==> config.mk <==
export PLATFORM = sky130hd
export DESIGN_NAME = mul_controller
export DESIGN_NICKNAME = d
export VERILOG_FILES = /design/src/rtl/mul_controller.sv
export SDC_FILE = /design/constraint.sdc
export NUM_CORES = 1
export LEC_CHECK = 0
export ABC_AREA = 1
export CORE_UTILIZATION = 45
export DETAILED_ROUTE_END_ITERATION = 6
export PLACE_DENSITY = 0.82
export SLEW_MARGIN = 5
export SYNTH_ARGS = -nofsm -noshare
export SYNTH_HDL_FRONTEND = slang
export SYNTH_SLANG_ARGS = --single-unit
export TNS_END_PERCENT = 5
==> constraint.sdc <==
create_clock -name clk -period 1.3 [get_ports clk]
set_input_delay 0.325 -clock clk [delete_from_list [all_inputs] [get_ports clk]]
set_output_delay 0.325 -clock clk [all_outputs]
set_load 0.01 [all_outputs]
==> src/rtl/mul_controller.sv <==
// rtl/mul_controller.sv - control FSM for a shift-free add-and-decrement multiplier datapath
// Load strobes are decoded from state and inputs; abort gates every strobe in the cycle it is seen.
module mul_controller #(
  parameter int ITER_W = 16
) (
  input  logic              clk,
  input  logic              rst_n,
  input  logic              start,
  input  logic              in_valid,
  input  logic              abort,
  input  logic              eqz,
  output logic              lda,
  output logic              ldb,
  output logic              clrp,
  output logic              ldp,
  output logic              decb,
  output logic              busy,
  output logic              done,
  output logic [ITER_W-1:0] iter_cnt
);

  typedef enum logic [2:0] {
    IDLE   = 3'd0,
    LOAD_A = 3'd1,
    LOAD_B = 3'd2,
    CALC   = 3'd3,
    DONE   = 3'd4
  } state_t;

  state_t state;

  always_ff @(posedge clk or negedge rst_n) begin
    if (!rst_n) begin
      state    <= IDLE;
      iter_cnt <= '0;
    end else if (abort && state != IDLE) begin
      state <= IDLE;
    end else begin
      case (state)
        IDLE:   if (start && !abort) state <= LOAD_A;
        LOAD_A: if (in_valid) state <= LOAD_B;
        LOAD_B: if (in_valid) begin
                  state    <= CALC;
                  iter_cnt <= '0;
                end
        CALC:   if (eqz) state <= DONE;
                else     iter_cnt <= iter_cnt + ITER_W'(1);
        DONE:   state <= IDLE;
        default: state <= IDLE;
      endcase
    end
  end

  // abort suppresses every strobe, including the done pulse, in the cycle it arrives
  assign lda  = (state == LOAD_A) && in_valid && !abort;
  assign ldb  = (state == LOAD_B) && in_valid && !abort;
  assign clrp = ldb;
  assign ldp  = (state == CALC) && !eqz && !abort;
  assign decb = ldp;
  assign busy = (state != IDLE);
  assign done = (state == DONE) && !abort;

endmodule

* Word level (Yosys, flattened, before mapping)
Index checks and enable logic that the tools add are counted.
** Word-level totals
- Register bits :: 19
- Bits of input ports :: 6
- Output and inout bits :: 23
- Word-level logic and storage cells :: 39
** Operators by class
- Add/sub/neg operators :: 1
- Eq/ne operators :: 10
- Mux-type cells :: 9
- Bitwise logic cells :: 1
- Reductions and logical operators :: 16
** Operators by type and width (count)
- 16-bit 2-to-1 mux :: 2
- 16-bit one-hot mux with 2 select lines :: 1
- 16-bit by 1-bit adder with 16-bit output, second input constant :: 1
- 3-bit 2-to-1 mux :: 5
- 3-bit inequality test, second input constant :: 4
- 3-bit one-hot mux with 4 select lines :: 1
- 1-bit logical AND :: 9
- 4-bit AND reduction :: 2
- 3-bit by 2-bit == test with 1-bit output, second input constant :: 2
- 2-bit inequality test, second input constant :: 2
- 3-bit by 1-bit == test with 1-bit output, second input constant :: 1
- 3-bit == test, second input constant :: 1
- 3-bit logical NOT :: 1
- 3-bit nonzero test :: 1
- 1-bit logical NOT :: 2
- 2-bit nonzero test :: 1
- 1-bit NOT :: 1

* Logic depth before layout (Yosys ltp)
Gate-level depths: netlist of run 1.
- Word-level depth :: 5
- Gate-level depth with buffers :: 9
- Mapped depth without buffers :: 9

* Least setup slack after synthesis of run 1
No wires, ideal clock.
- Path kind :: register to output
- From :: register state[0]
- To :: output ldb
- Arrival :: 1123 ps
- Data required time :: 975 ps
- Slack :: -148 ps
- Stages on the path, launching flop included :: 6
- Path buffers :: 2
- Cell sequence :: dfrtp_1 > nand2_1 > nor2_1 > buf_4 > nor2_2 > buf_4
** On the way
- Word-level cells in the longest chain between the ends :: 3
** Ends and longest elaborated chain
- start: declaration :: RTL line 30 : state_t state;
- start signal: assignment :: RTL line 34 : state <= IDLE;
- start signal: assignment :: RTL line 37 : state <= IDLE;
- start signal: assignment :: RTL line 40 : IDLE: if (start && !abort) state <= LOAD_A;
- 3-bit by 2-bit == test with 1-bit output :: RTL line 56 : assign ldb = (state == LOAD_B) && in_valid && !abort;
- 1-bit logical AND (2 in series) :: RTL line 56
- end: declaration :: RTL line 13 : output logic ldb,
Every way passes these cells.

* Final worst setup path of run 1
- From :: register state[2]
- To :: output lda
** On the way
- Word-level cells in the longest chain between the ends :: 3
** Ends and longest elaborated chain
- 3-bit by 1-bit == test with 1-bit output :: RTL line 55 : assign lda = (state == LOAD_A) && in_valid && !abort;
- 1-bit logical AND (2 in series) :: RTL line 55
- end: declaration :: RTL line 12 : output logic lda,
Every way passes these cells.

==> results_dict.tcl, run 1 <==
set metrics [dict create \
    status "complete, but fails checks" \
    failed_checks "setup timing" \
    io_buffer_count 28 \
    die_x_um 55.1 \
    setup_viol_count_final 26 \
    maxSlewHeadroom 0.833 \
    hold_viol_final 0 \
    vdd_ir_drop_max_uv 1350 \
    drc_errors 0 \
    root_buffer "clkbuf_4" \
    r2r_end "iter_cnt[15]$_DFFE_PN0P_" \
    setup_ws_ns -0.364 \
    r2r_slack_ns -0.30 \
    synthCells 189 \
    via_per_inst 5.12 \
    htree_levels 1 \
    synthesis.area_um2 1270 \
    top_usage_layer "met2" \
    ys_warn_count 0 \
    rsz0062_at_grt "yes" \
    core_area_um2 2570 \
    vias 1532 \
    wl_per_cell_um 12.8 \
    rr_worst_depth 11 \
    die_area_um2 3040 \
    num_antenna_cells 0 \
    ant_nets 0 \
    grt_remaining_overflow 0 \
    drt_iter0_drc 48 \
    antenna_found_initial 0 \
    initial_utilization 0.494 \
    critPathSlowestCell "dfrtp_2" \
    cp_max_fo 3 \
    globalplace.congestion 0.879 \
    end_kind "primary output" \
    clk_pin_slew_ns 0.12 \
    period_share 1.28 \
    startpoint_type "flop" \
    n_fill_cell 199 \
    hold_buffers 0 \
    cts_tree "done" \
    avgSynthCellArea_um2 6.71 \
    drv_cap 0 \
    fin_nets 277 \
    clk_latency_ns 0.30 \
    grt.total_usage 0.284 \
    fp-row-count 18 \
    crit_chain "buf_6, inv_2, nand3_1, nor3_1, buf_2" \
    worst_pin_slew_ns 0.250 \
    period_minus_slack_ns 1.66 \
    synth_fp_nets 196 \
    finalClockSkew_ns 0.00368 \
    critical_path_class "reg -> out" \
    required_ns 0.98 \
    syn_to_final_growth_pct 54.8 \
    ios 29 \
    grt_max_degree 20 \
    ys_types 22 \
    die_h_um 55.1 \
    cts_sinks 19 \
    first_global_vias 1431 \
    clk_path_buf_depth 2 \
    max_freq_mhz 601 \
    p_per_area_nw_per_um2 1530 \
    ys_seq_area_frac 0.375 \
    drive_above_1_share 0.394 \
    met1_usage 0.335 \
    power.leakage_nw 1.01 \
    hold_path_class "in -> async" \
    finalNonFillerCells 299 \
    use_met2 0.528 \
    numCtsBuffers 3 \
    regToRegStartpoint "state[2]$_DFFE_PN0P_" \
    critPathMaxStageDelay_ns 0.43 \
    fin_util 0.765 \
    drtPass1Iterations 4 \
    grt_use_met3 0.0355 \
    grt_pass1_wl_mm 6.14 \
    routed_wl_mm 3.82 \
    place_inst 288 \
    cp_data_arrival_time_ns 1.34 \
    ys_seq_elements 19 \
    dp_hpwl_mm 2.75 \
    finalMaxSlewViolations 0 \
]
[layer usage]
layer | wire [um] | vias up
met5 | 0 | -
met2 | 1980 | 50
met4 | 15 | 0
met1 | 1650 | 720
met3 | 175 | 2
li1 | - | 760
[flip-flops by register name, summed over array words and instances (netlist names)]
register	cells
iter_cnt	16
state	3
[placed cells by master, fill, tap and decap left out]
cell type and count:
buf_12 1, nand3_2 2, o21ai_0 5, buf_6 9
buf_4 49, clkdlybuf4s50_1 4, nand2_1 56, clkbuf_2 7
nand2_2 7, nor2_4 5, nor2_2 5, clkinv_2 1
dfrtp_2 2, clkbuf_4 3, nand3_1 16, a21oi_1 3
nand4_1 9, buf_2 9, nor3_1 3, nand3b_1 2
dfrtp_1 17, nor4_1 1, nor2_1 22, ha_1 1
clkdlybuf4s15_1 1, o21bai_1 1, a21oi_2 1, a22o_1 1
inv_1 19, inv_2 5, xnor2_1 1, dlygate4sd2_1 1
[cell usage after synthesis (all sizes together)]
| master | instances | area (um2) |
|---|---|---|
| nor3 | 3 | 15.0 |
| a22o | 1 | 8.76 |
| o21bai | 1 | 7.51 |
| o21ai | 5 | 25.0 |
| nand4 | 9 | 56.3 |
| nor2 | 32 | 143 |
| nand3b | 2 | 15.0 |
| dfrtp | 19 | 475 |
| inv | 24 | 90.1 |
| ha | 1 | 12.5 |
| nand3 | 18 | 100 |
| nor4 | 1 | 6.26 |
| xnor2 | 1 | 8.76 |
| a21oi | 4 | 20.0 |
| nand2 | 63 | 244 |
| buf | 5 | 41.3 |
[critical path, delay by kind of cell, from the launching register on]
| family | cells | cell delay (ns) |
|---|---|---|
| buf+inv | 3 | 0.36 |
| simple gates | 2 | 0.25 |
| flops | 1 | 0.43 |
[cell families (layout without fill, tap and decap cells)]
logic type	count (synthesis)	count (layout)	share of synthesized area
buf+inv	29	109	0.104
compound gates	11	11	0.0483
simple gates	128	128	0.457
flops	19	19	0.375
fa+ha+maj	1	1	0.00986
xor+xnor	1	1	0.00690
[per-stage QoR]
step / worst slack (ns) / TNS [ns] / total power, W / cell area (um2) / hold slack (ns)
after floorplan: -0.0741 / -0.174 / 0.00167 / 1270 / 0.0294
after CTS: -0.351 / -5.77 / 0.00295 / 1990 / 0.354
after detailed placement: -0.779 / -12.84 / 0.00264 / 1910 / 0.514
final: -0.364 / -6.02 / 0.00300 / 1960 / 0.345
after global placement: -0.744 / -11.81 / 0.00259 / 1910 / 0.512
after global routing: -0.399 / -8.16 / 0.00321 / 1960 / 0.370
[worst max path at each step]
stage                                     from   end  depth (start not counted)
after global placement                in_valid  clrp                          6
after floorplan           state[0]$_DFFE_PN0P_   ldp                          6
after global routing      state[1]$_DFFE_PN0P_   ldb                          5
after CTS                 state[2]$_DFFE_PN0P_  clrp                          5
after detailed placement              in_valid  clrp                          6
final                     state[2]$_DFFE_PN0P_   lda                          5
[final cells by class]
| type | count | area [um2] | area share |
|---|---|---|---|
| inverters | 24 | 90.1 | 0.0459 |
| well taps | 30 | 37.5 | 0.0191 |
| multi-input cells | 141 | 703 | 0.358 |
| clock buffers | 3 | 22.5 | 0.0115 |
| clock inverters | 1 | 5.00 | 0.00255 |
| repair buffers | 81 | 628 | 0.320 |
| flip-flops and latches | 19 | 478 | 0.243 |
[report_power, final]
group	leakage, nW	total, W	switching, W	internal (W)
registers	0.252	0.000975	0.000188	0.000787
clock network	0.0177	0.000311	0.000196	0.000115
logic	0.741	0.00172	0.000883	0.000832
[timing repair]
action,4_1_cts,5_1_grt
resized for setup,92,17
endpoints found under the setup margin,42,39
cloned,0,0
setup buffers,7,0
pin swaps,6,3
Power figures use the tool's default switching activity.
==> inputs of run 2 (changes only) <==
--- a/config.mk
+++ b/config.mk
@@ -6,9 +6,9 @@
 export NUM_CORES = 1
 export LEC_CHECK = 0
 export ABC_AREA = 1
-export CORE_UTILIZATION = 45
+export CORE_UTILIZATION = 40
 export DETAILED_ROUTE_END_ITERATION = 6
-export PLACE_DENSITY = 0.82
+export PLACE_DENSITY = 0.75
 export SLEW_MARGIN = 5
 export SYNTH_ARGS = -nofsm -noshare
 export SYNTH_HDL_FRONTEND = slang
==> results_dict.tcl, run 2 (synthesized netlist as in run 1, its figures left out) <==
set metrics [dict create \
    status "complete, but fails checks" \
    failed_checks "setup timing" \
    grt_pass1_wl_mm 6.31 \
    finalClockSkew_ns 0.00403 \
    io_buffer_count 28 \
    via_per_inst 4.89 \
    grt_max_degree 23 \
    p_per_area_nw_per_um2 1590 \
    setup_ws_ns -0.417 \
    root_buffer "clkbuf_4" \
    fin_tns_setup_ns -6.05 \
    n_fill_cell 251 \
    vias 1496 \
    finalNonFillerCells 306 \
    drc_errors 0 \
    wl_per_cell_um 12.5 \
    end_kind "primary output" \
    final_common_cell "nand2_1" \
    initial_utilization 0.419 \
    routed_wl_mm 3.82 \
    antenna_found_initial 0 \
    largest_reg_flops 16 \
    die_x_um 58.3 \
    drv_cap 0 \
    place_inst 294 \
    layout_common_cells "nand2_1, buf_4, nor2_1" \
    num_antenna_cells 0 \
    syn_to_final_growth_pct 58.3 \
    period_minus_slack_ns 1.72 \
    globalplace.congestion 0.898 \
    cp_data_arrival_time_ns 1.39 \
    dp_hpwl_mm 2.59 \
    ant_nets 0 \
    cts_tree "done" \
    clk_path_buf_depth 2 \
    die_area_um2 3400 \
    critical_path_class "reg -> out" \
    drive_above_1_share 0.420 \
    period_share 1.32 \
    grt.total_usage 0.245 \
    die_h_um 58.3 \
    core_area_um2 3030 \
    startpoint_type "flop" \
    setup_viol_count_final 26 \
    largestRegisters "iter_cnt: 16 flops, state: 3 flops" \
    vdd_ir_drop_max_uv 860 \
    maxSlewHeadroom 0.774 \
    finalMaxSlewViolations 0 \
    first_global_vias 1416 \
    clk_latency_ns 0.30 \
    rsz0062_at_grt "yes" \
    power.leakage_nw 1.01 \
    hold_viol_final 0 \
    numCtsBuffers 3 \
    required_ns 0.98 \
    grt_remaining_overflow 0 \
    htree_levels 1 \
    cts_sinks 19 \
    multi_input_area_um2 773 \
    largest_register "iter_cnt" \
    drtPass1Iterations 4 \
    fin_nets 270 \
    regArea_um2 478 \
    hold_path_class "in -> async" \
    ios 29 \
    preCtsSetupSlack_ns -0.815 \
    hold_buffers 0 \
    max_freq_mhz 582 \
    cp_max_fo 4 \
    fp-row-count 20 \
    worst_pin_slew_ns 0.336 \
    drt_iter0_drc 67 \
    clk_pin_slew_ns 0.12 \
    fin_util 0.663 \
]
-- run 2: per-stage QoR --
stage | power [W] | instance area (um2) | hold WS (ns)
global placement | 0.00260 | 1870 | 0.512
global route | 0.00341 | 2010 | 0.353
finish | 0.00318 | 2010 | 0.346
floorplan | 0.00167 | 1270 | 0.0294
CTS | 0.00304 | 1980 | 0.359
detailed placement | 0.00262 | 1870 | 0.516
-- run 2: cell type report --
class	instances	share of cell area
Timing Repair Buffer	74	0.290
Sequential cell	19	0.238
Tap cell	44	0.0274
Clock buffer	3	0.0112
Clock inverter	1	0.00249
Multi-Input combinational cell	141	0.385
Inverter	24	0.0461
-- run 2: worst max-delay path, cell delays in order (launching register included) --
cell and delay [ns]:
dfrtp_2 0.44, buf_6 0.12, inv_4 0.05, nor2_4 0.10
nand3_4 0.09, nor2_4 0.16, buf_6 0.13
-- run 2: routing by layer --
layer  wire [um]  vias up  global-route usage
met3         167        5              0.0308
li1            -      745                   -
met1        1630      701               0.291
met5           0        -                   0
met4          35        0              0.0612
met2        2000       45               0.466
-- run 2: worst paths after layout --
| path | from | endpoint | slack, ns | depth (start not counted) |
|---|---|---|---|---|
| setup / recovery | state[1]$_DFFE_PN0P_ | clrp | -0.42 | 6 |
| hold / removal | rst_n | iter_cnt[8]$_DFFE_PN0P_ | 0.35 | 2 |
| setup reg to reg | state[0]$_DFFE_PN0P_ | iter_cnt[14]$_DFFE_PN0P_ | -0.26 | 11 |
| hold reg to reg | iter_cnt[4]$_DFFE_PN0P_ | iter_cnt[4]$_DFFE_PN0P_ | 0.57 | 2 |
| max in group asynchronous | rst_n | state[1]$_DFFE_PN0P_ | 0.73 | 2 |
| min in group clk | abort | state[2]$_DFFE_PN0P_ | 0.46 | 4 |
-- run 2: report_power, final --
| group | internal (W) | leakage [nW] | switching, W |
|---|---|---|---|
| Sequential | 0.000788 | 0.252 | 0.000197 |
| Clock | 0.000115 | 0.0177 | 0.000201 |
| Combinational | 0.000914 | 0.736 | 0.000969 |
-- run 2: timing repair --
item / CTS / global route
pin swaps: 8 / 4
setup endpoints to repair: 42 / 38
gates resized for setup: 106 / 25
setup buffers: 6 / 2
==> inputs of run 3 (changes only) <==
--- a/config.mk
+++ b/config.mk
@@ -6,6 +6,7 @@
 export NUM_CORES = 1
 export LEC_CHECK = 0
 export ABC_AREA = 1
+export CORE_MARGIN = 8
 export CORE_UTILIZATION = 40
 export DETAILED_ROUTE_END_ITERATION = 6
 export PLACE_DENSITY = 0.75
==> results_dict.tcl, run 3 (synthesized netlist as in run 1, its figures left out) <==
set metrics [dict create \
    r2r_slack_ns -0.28 \
    via_per_inst 4.81 \
    fin_nets 275 \
    regToRegStartpoint "state[1]$_DFFE_PN0P_" \
    finalMaxSlewViolations 0 \
    root_buffer "clkbuf_4" \
    wl_per_cell_um 12.1 \
    largest_register "iter_cnt" \
    cp.buffers_inverters 2 \
    die_area_um2 5230 \
    antenna_found_initial 0 \
    first_global_vias 1514 \
    critPathLaunch "state[2]$_DFFE_PN0P_" \
    p_per_area_nw_per_um2 1540 \
    largestRegisters "iter_cnt: 16 flops, state: 3 flops" \
    cts_tree "done" \
    die_h_um 72.3 \
    grt_remaining_overflow 0 \
    fin_util 0.662 \
    power.leakage_nw 1.01 \
    setup_viol_count_final 26 \
    drc_errors 0 \
    globalplace.congestion 0.927 \
    htree_levels 1 \
    finalClockSkew_ns 0.000818 \
    hold_path_class "in -> async" \
    fin_tns_setup_ns -6.24 \
    failed_checks "setup timing" \
    io_buffer_count 28 \
    drtPass1Iterations 4 \
    period_share 1.27 \
    finalNonFillerCells 311 \
    hold_viol_final 0 \
    syn_to_final_growth_pct 57.9 \
    end_kind "primary output" \
    status "complete, but fails checks" \
    drv_cap 0 \
    setup_ws_ns -0.355 \
    period_minus_slack_ns 1.65 \
    largest_reg_flops 16 \
    drt_iter0_drc 150 \
    critPathSlowestCell "dfrtp_1" \
    critPathTopFamily "flip-flops" \
    layout_common_cells "nand2_1, buf_4, nor2_1" \
    max_freq_mhz 604 \
    clk_pin_slew_ns 0.11 \
    initial_utilization 0.419 \
    core_area_um2 3030 \
    numCtsBuffers 3 \
    r2r_end "state[1]$_DFFE_PN0P_" \
    required_ns 0.98 \
    vdd_ir_drop_max_uv 1060 \
    maxSlewHeadroom 0.778 \
    routed_wl_mm 3.77 \
    n_fill_cell 256 \
    rr_worst_depth 13 \
    worst_pin_slew_ns 0.331 \
    grt_max_degree 23 \
    clk_latency_ns 0.30 \
    fp-row-count 20 \
    rsz0062_at_grt "yes" \
    critPathMaxStageDelay_ns 0.41 \
    drive_above_1_share 0.378 \
    grt_pass1_wl_mm 6.51 \
    ios 29 \
    dp_hpwl_mm 2.81 \
    final_common_cell "nand2_1" \
    die_x_um 72.3 \
    grt.total_usage 0.153 \
    crit_chain "buf_6, nor2_4, nand3_4, nor2_4, buf_6" \
    ant_nets 0 \
    vias 1495 \
    critical_path_class "reg -> out" \
    clk_path_buf_depth 2 \
    cp_data_arrival_time_ns 1.33 \
    startpoint_type "flop" \
    crit_path_end "clrp" \
    total_power_w 0.00309 \
    num_antenna_cells 0 \
    whs_ns 0.353 \
    place_inst 297 \
    cts_sinks 19 \
    worst-path-stages 5 \
    cp_max_fo 3 \
]
==> run 3: cell count changes in the layout (fill, tap and decap cells not counted), moves of 2 or more <==
cell and change:
buf_4 +5, nand3_1 +2, nand2_1 +3, nor3_2 -2
nand2_4 -2, dfrtp_2 -2, clkdlybuf4s15_1 +3, dfrtp_1 +2
clkbuf_2 -5, nor3_1 +2, buf_2 +2
==> run 3: metal layers <==
metal,global-route usage,share of wire,up-vias
li1,-,-,756
met1,0.168,0.44,684
met2,0.269,0.48,44
met3,0.0399,0.051,11
met4,0.0635,0.027,0
met5,0,0,-
==> run 3: where the power goes <==
group / total [W] / switching [W] / internal, W
Combinational: 0.00181 / 0.000884 / 0.000925
Sequential: 0.000975 / 0.000188 / 0.000787
Clock: 0.000302 / 0.000183 / 0.000120
==> run 3: how the worst min path moves through the flow <==
stage	cells past startpoint	to	slack, ns
floorplan	0	iter_cnt[0]$_DFFE_PN0P_	0.03
detailed placement	2	state[0]$_DFFE_PN0P_	0.51
finish	2	iter_cnt[8]$_DFFE_PN0P_	0.35
global placement	2	state[0]$_DFFE_PN0P_	0.51
CTS	2	state[2]$_DFFE_PN0P_	0.35
global route	2	iter_cnt[9]$_DFFE_PN0P_	0.37
==> run 3: timing repair <==
item                                    CTS  global route
hold buffers                              0             0
resized for setup                       105            11
pin swaps                                 8             3
buffers inserted                          9             1
hold endpoints to repair                  0             0
endpoints found under the setup margin   42            32
==> run 3: final cells by class <==
| cell class | instances | area (um2) | share of cell area |
|---|---|---|---|
| Clock buffer | 4 | 26.3 | 0.0131 |
| Tap cell | 44 | 55.1 | 0.0275 |
| Inverter | 24 | 95.1 | 0.0475 |
| Timing Repair Buffer | 79 | 634 | 0.317 |
| Sequential cell | 19 | 475 | 0.237 |
| Multi-Input combinational cell | 141 | 717 | 0.358 |
==> run 3: stage by stage <==
stage / setup WS [ns] / area [um2]
after floorplan: -0.0741 / 1270
after global placement: -0.793 / 1890
after detailed placement: -0.811 / 1890
after CTS: -0.380 / 1990
after global routing: -0.444 / 2000
final: -0.355 / 2000
